<file path="config.mk">
export PLATFORM = sky130hd
export DESIGN_NAME = prod_accum
export DESIGN_NICKNAME = d
export VERILOG_FILES = /design/src/rtl/prod_accum_pkg.sv /design/src/rtl/prod_accum_add.sv /design/src/rtl/prod_accum.sv
export SDC_FILE = /design/constraint.sdc
export NUM_CORES = 1
export LEC_CHECK = 0
export ABC_AREA = 1
export CORE_MARGIN = 2
export CORE_UTILIZATION = 51
export CTS_CLUSTER_SIZE = 14
export DETAILED_ROUTE_END_ITERATION = 10
export PLACE_DENSITY = 0.8
export SYNTH_ARGS = -nofsm -noshare
export SYNTH_HDL_FRONTEND = slang
export SYNTH_HIERARCHICAL = 1
export SYNTH_SLANG_ARGS = --single-unit
</file>
<file path="constraint.sdc">
create_clock -name clk -period 1.9 [get_ports clk]
set_input_delay 0.57 -clock clk [delete_from_list [all_inputs] [get_ports clk]]
set_output_delay 0.57 -clock clk [all_outputs]
set_load 0.03 [all_outputs]
</file>
<file path="src/rtl/prod_accum_pkg.sv">
// Shared types and defaults for the prod_accum block-sum accumulator.
package prod_accum_pkg;

  typedef enum logic {
    ST_ACC  = 1'b0,
    ST_DONE = 1'b1
  } state_t;

  localparam int IN_W_DEF  = 8;
  localparam int ACC_W_DEF = 16;
  localparam int LEN_DEF   = 4;

  // Beat counter width; a one-product block still needs a 1-bit counter.
  function automatic int cnt_width(input int len);
    return (len > 1) ? $clog2(len) : 1;
  endfunction

endpackage

</file>
<file path="src/rtl/prod_accum_add.sv">
// Combinational accumulator adder with carry-out.
// With PROD_ACCUM_SAT_EN defined a carry clamps the sum to all-ones; otherwise it wraps.
module prod_accum_add
  import prod_accum_pkg::*;
#(
  parameter int IN_W  = IN_W_DEF,
  parameter int ACC_W = ACC_W_DEF
) (
  input  logic [ACC_W-1:0] acc,
  input  logic [IN_W-1:0]  prod,
  output logic [ACC_W-1:0] sum,
  output logic             carry
);

  logic [ACC_W:0] full;

  assign full  = {1'b0, acc} + {{(ACC_W - IN_W + 1){1'b0}}, prod};
  assign carry = full[ACC_W];

`ifdef PROD_ACCUM_SAT_EN
  // A clamped accumulator plus any nonzero product carries again, so it stays clamped.
  assign sum = full[ACC_W] ? {ACC_W{1'b1}} : full[ACC_W-1:0];
`else
  assign sum = full[ACC_W-1:0];
`endif

endmodule

</file>
<file path="src/rtl/prod_accum.sv">
// Block accumulator: sums LEN unsigned products and hands the total off on valid/ready.
// Optional saturation is selected by PROD_ACCUM_SAT_EN inside prod_accum_add.
module prod_accum
  import prod_accum_pkg::*;
#(
  parameter int IN_W  = IN_W_DEF,
  parameter int ACC_W = ACC_W_DEF,
  parameter int LEN   = LEN_DEF
) (
  input  logic             clk,
  input  logic             rst_n,
  input  logic             clr,
  input  logic             in_valid,
  output logic             in_ready,
  input  logic [IN_W-1:0]  in_prod,
  output logic             out_valid,
  input  logic             out_ready,
  output logic [ACC_W-1:0] out_acc,
  output logic             out_ovf
);

  localparam int                CNT_W    = cnt_width(LEN);
  localparam logic [CNT_W-1:0]  CNT_LAST = CNT_W'(LEN - 1);

  state_t           state;
  state_t           state_nx;
  logic [ACC_W-1:0] acc;
  logic [ACC_W-1:0] sum;
  logic             carry;
  logic             ovf;
  logic [CNT_W-1:0] cnt;
  logic             accept;
  logic             take;
  logic             last;

  // Handshake flags depend only on registered state and clr, never on in_valid/out_ready.
  assign in_ready  = (state == ST_ACC)  && !clr;
  assign out_valid = (state == ST_DONE) && !clr;

  assign accept = in_valid && in_ready;
  assign take   = out_valid && out_ready;
  assign last   = (cnt == CNT_LAST);

  assign out_acc = acc;
  assign out_ovf = ovf;

  prod_accum_add #(
    .IN_W  (IN_W),
    .ACC_W (ACC_W)
  ) u_add (
    .acc   (acc),
    .prod  (in_prod),
    .sum   (sum),
    .carry (carry)
  );

  // NOTE: sequential state uses non-blocking assignments so every register samples pre-edge values.
  always_ff @(posedge clk or negedge rst_n) begin
    if (!rst_n) begin
      state <= ST_ACC;
    end else begin
      state <= state_nx;
    end
  end

  // NOTE: state_nx is defaulted before any branch so no path leaves it unassigned (no latch).
  always_comb begin
    state_nx = state;
    if (clr) begin
      state_nx = ST_ACC;
    end else begin
      unique case (state)
        ST_ACC:  if (accept && last) state_nx = ST_DONE;
        ST_DONE: if (take)           state_nx = ST_ACC;
        default:                     state_nx = ST_ACC;
      endcase
    end
  end

  always_ff @(posedge clk or negedge rst_n) begin
    if (!rst_n) begin
      acc <= '0;
      ovf <= 1'b0;
      cnt <= '0;
    end else if (clr) begin
      acc <= '0;
      ovf <= 1'b0;
      cnt <= '0;
    end else if (accept) begin
      acc <= sum;
      ovf <= ovf | carry;
      // The closing beat wraps the counter so it never passes LEN-1.
      cnt <= last ? '0 : cnt + CNT_W'(1);
    end else if (take) begin
      acc <= '0;
      ovf <= 1'b0;
      cnt <= '0;
    end
  end

  a_cnt_range: assert property (@(posedge clk) disable iff (!rst_n)
    cnt <= CNT_LAST);

  a_one_side: assert property (@(posedge clk) disable iff (!rst_n)
    !(in_ready && out_valid));

  a_hold: assert property (@(posedge clk) disable iff (!rst_n)
    (state == ST_DONE) && !out_ready && !clr
      |=> (state == ST_DONE) && $stable(acc) && $stable(ovf));

endmodule

</file>
==> impl_results.md <==
* Layout area overhead at 39.75%
* Clock Tree Root: clkbuf_4
* Antenna Cells at 0
* Final setup margin at 0.04563 ns
* Synth top area share at 32.92%
* WP data arrival at 2.06 ns
* CTS tree: built
* Critical path startpoint category: primary input
* Failing checks: design-rule violations
* Worst hold path type: reg -> reg
* Setup Skew at 0.006230 ns
* First-pass GRT wire length at 6658 µm
* Synth area leaders: dfrtp_1, nand2_1, nand3_1
* Port Buffers at 31
* Min Clock Period, post-route at 1.854 ns
* CP Capture Type: register
* Final hold vios at 0
* Row count at 19
* Post-route ant nets at 0
* DR pass1 iterations at 7
* Die area at 0.003433 mm²
* H-tree levels at 1
* Worst R2R Setup Slack at 0.08 ns
* CP required at 2.10 ns
* Worst-Margin Slew at 0.3110 ns
* MaxCap Viol Count at 0
* Die height at 58.60 µm
* Initial antenna violation count at 0
* Total track usage at 25.31%
* Fin crit share at 97.60%
* Worst-path clk slew at 0.12 ns
* Number of fillers in the final layout at 223
* M1 WL at 1778 µm
* Starting Density at 54.19%
* Synth Register Bits at 20
* Syn. warnings at 6
* Routability-driven placement congestion ratio at 0.8873
* Pin count of the biggest net entering global routing at 21
* CP Class: in -> reg
* Post-synthesis sequential area ratio at 32.92%
* Total power of the final layout at 0.001417 W
* Net count after synthesis at 241
* Mapped cell area at 0.001520 mm²
* Metal3 WL at 182 µm
* Detailed-route via count at 1543
* Place WS at -0.4656 ns
* Max transition margin at 79.35%
* Clock buffer depth at 2
* Slew Limit Fails at 0
* Drt drc at 4
* HPWL after DPL at 2728 µm
* Max Fclk at 0.5393 GHz
* Syn avg cell area at 6.973 µm²
* Clk Latency, worst-skew pair at 0.31 ns
* Post-Route WL at 3980 µm
* Initial drt markers at 81
* Yosys cell types at 23
* Vias in the first global route at 1525
* Grt ovf at 0
* # IOs at 32
* Highest Signal Layer: met4
* Wire length on met2 at 1967 µm
* Maximum VDD drop at 0.4158 mV
* Power Density at 666.9 mW/mm²
* Share of cells above drive strength 1 at 22.73%
* Average wire per standard cell at 13.49 µm
* Synth area leader: dfrtp_1
* # setup viols final at 0
* Max FO, Critical Path at 4
* DR vias/cell at 5.231
* CORE AREA at 0.002805 mm²
* Final net count at 289
* TritonCTS Sinks at 20
* Setup TNS at 0 ns
* Status: finished with violations
* Cells after Synth at 218
* Die Wd at 58.60 µm
* P_leak at 1.228 nW
* Total CTS buffers at 3
-- placed cells by master (no fill, tap or decap), types with 3 or more instances in the layout --
cell / n
a21oi_1: 4
dlymetal6s2s_1: 4
nor2_1: 7
buf_4: 16
clkbuf_4: 3
inv_1: 21
nand2_4: 3
dlygate4sd2_1: 19
nor2_2: 4
nand3b_1: 4
nand2_2: 14
nand3_1: 32
clkdlybuf4s50_1: 6
nand2_1: 74
ha_4: 6
dfrtp_1: 20
xor2_1: 7
-- stage by stage --
stage	hold slack (ns)	util (%)	cells	instance area (µm²)
4_1_cts	0.5048	71.32	295	2001
2_1_floorplan	0.2744	-	218	1526
6_report	0.4929	75.74	295	2125
5_1_grt	0.5405	75.74	295	2125
3_3_place_gp	0.4747	70.43	291	1976
3_5_place_dp	0.4733	70.43	291	1976
-- per-layer routing --
| metal | vias up | global-route usage, % |
|---|---|---|
| met4 | 0 | 10.39 |
| met1 | 713 | 32.68 |
| met3 | 4 | 3.077 |
| met5 | - | 0 |
| li1 | 784 | - |
| met2 | 42 | 43.02 |
-- timing repair --
item                       CTS  global route
setup endpoints to repair   24            10
gates resized for setup     24            25
hold buffers                 0             0
buffers inserted             1             0
pin swaps                    6             4
-- state kept, by name, indices dropped and copies added, names as in the netlist --
register and cells:
out_ovf 1, out_acc 16, cnt 2, state 1
-- cell type report --
type                       instances  area [µm²]  share of cell area [%]
multi-input combinational        170        1028                   48.41
inverter                          24       97.59                   4.594
tap                               31       38.79                   1.826
sequential                        20       500.5                   23.56
timing repair buffer              47       436.7                   20.55
clock buffer                       3       22.52                   1.060
-- worst paths after layout --
kind	end	depth (start not counted)	from
worst max-delay path	out_acc[8]	11	in_prod[0]
worst min-delay path	out_ovf	2	out_ovf
worst max register to register	out_acc[8]	10	out_acc[0]
worst min register to register	out_ovf	2	out_ovf
max in group asynchronous	out_acc[14]	2	rst_n
min in group asynchronous	out_acc[3]	2	rst_n
-- synth_stat cells --
library cell  instances
fa_1                  1
and2_2                1
nand2_1              83
o21ai_1               1
ha_1                  9
dfrtp_1              20
nand4_1               2
nand2_4               1
xor2_1                7
inv_2                 1
inv_1                22
nand2_2               7
buf_2                 2
nor3_2                2
nand3_1              32
a21o_1                1
buf_4                 1
nand3b_1              4
inv_8                 1
a21oi_1               6
nor2_1               12
nor2_4                1
buf_8                 1
-- worst max-delay path: stages --
cell           delay [ns]
dlygate4sd2_1        0.23
ha_2                 0.18
fa_2                 0.35
nand2_1              0.08
nand2_1              0.08
and2_4               0.17
nand2_4              0.06
nand2_4              0.06
xor2_1               0.14
nand2_1              0.07
nand2_1              0.05
-- power by group --
group | switching, W | internal [W] | total (W)
combinational | 0.000392 | 0.000300 | 0.000692
sequential | 0.0000490 | 0.000467 | 0.000516
clock | 0.000135 | 0.0000741 | 0.000209
total | 0.000576 | 0.000840 | 0.00142
-- logic make-up (layout without fill, tap and decap cells) --
kind of cell,count (synthesis),after routing,share of synthesized area (%)
flops,20,20,32.92
compound gates,8,8,2.798
simple gates,145,145,42.96
xor+xnor,7,7,4.033
buf+inv,28,74,8.559
fa+ha+maj,10,10,8.724
No activity file was read; power rests on OpenSTA's default activity.
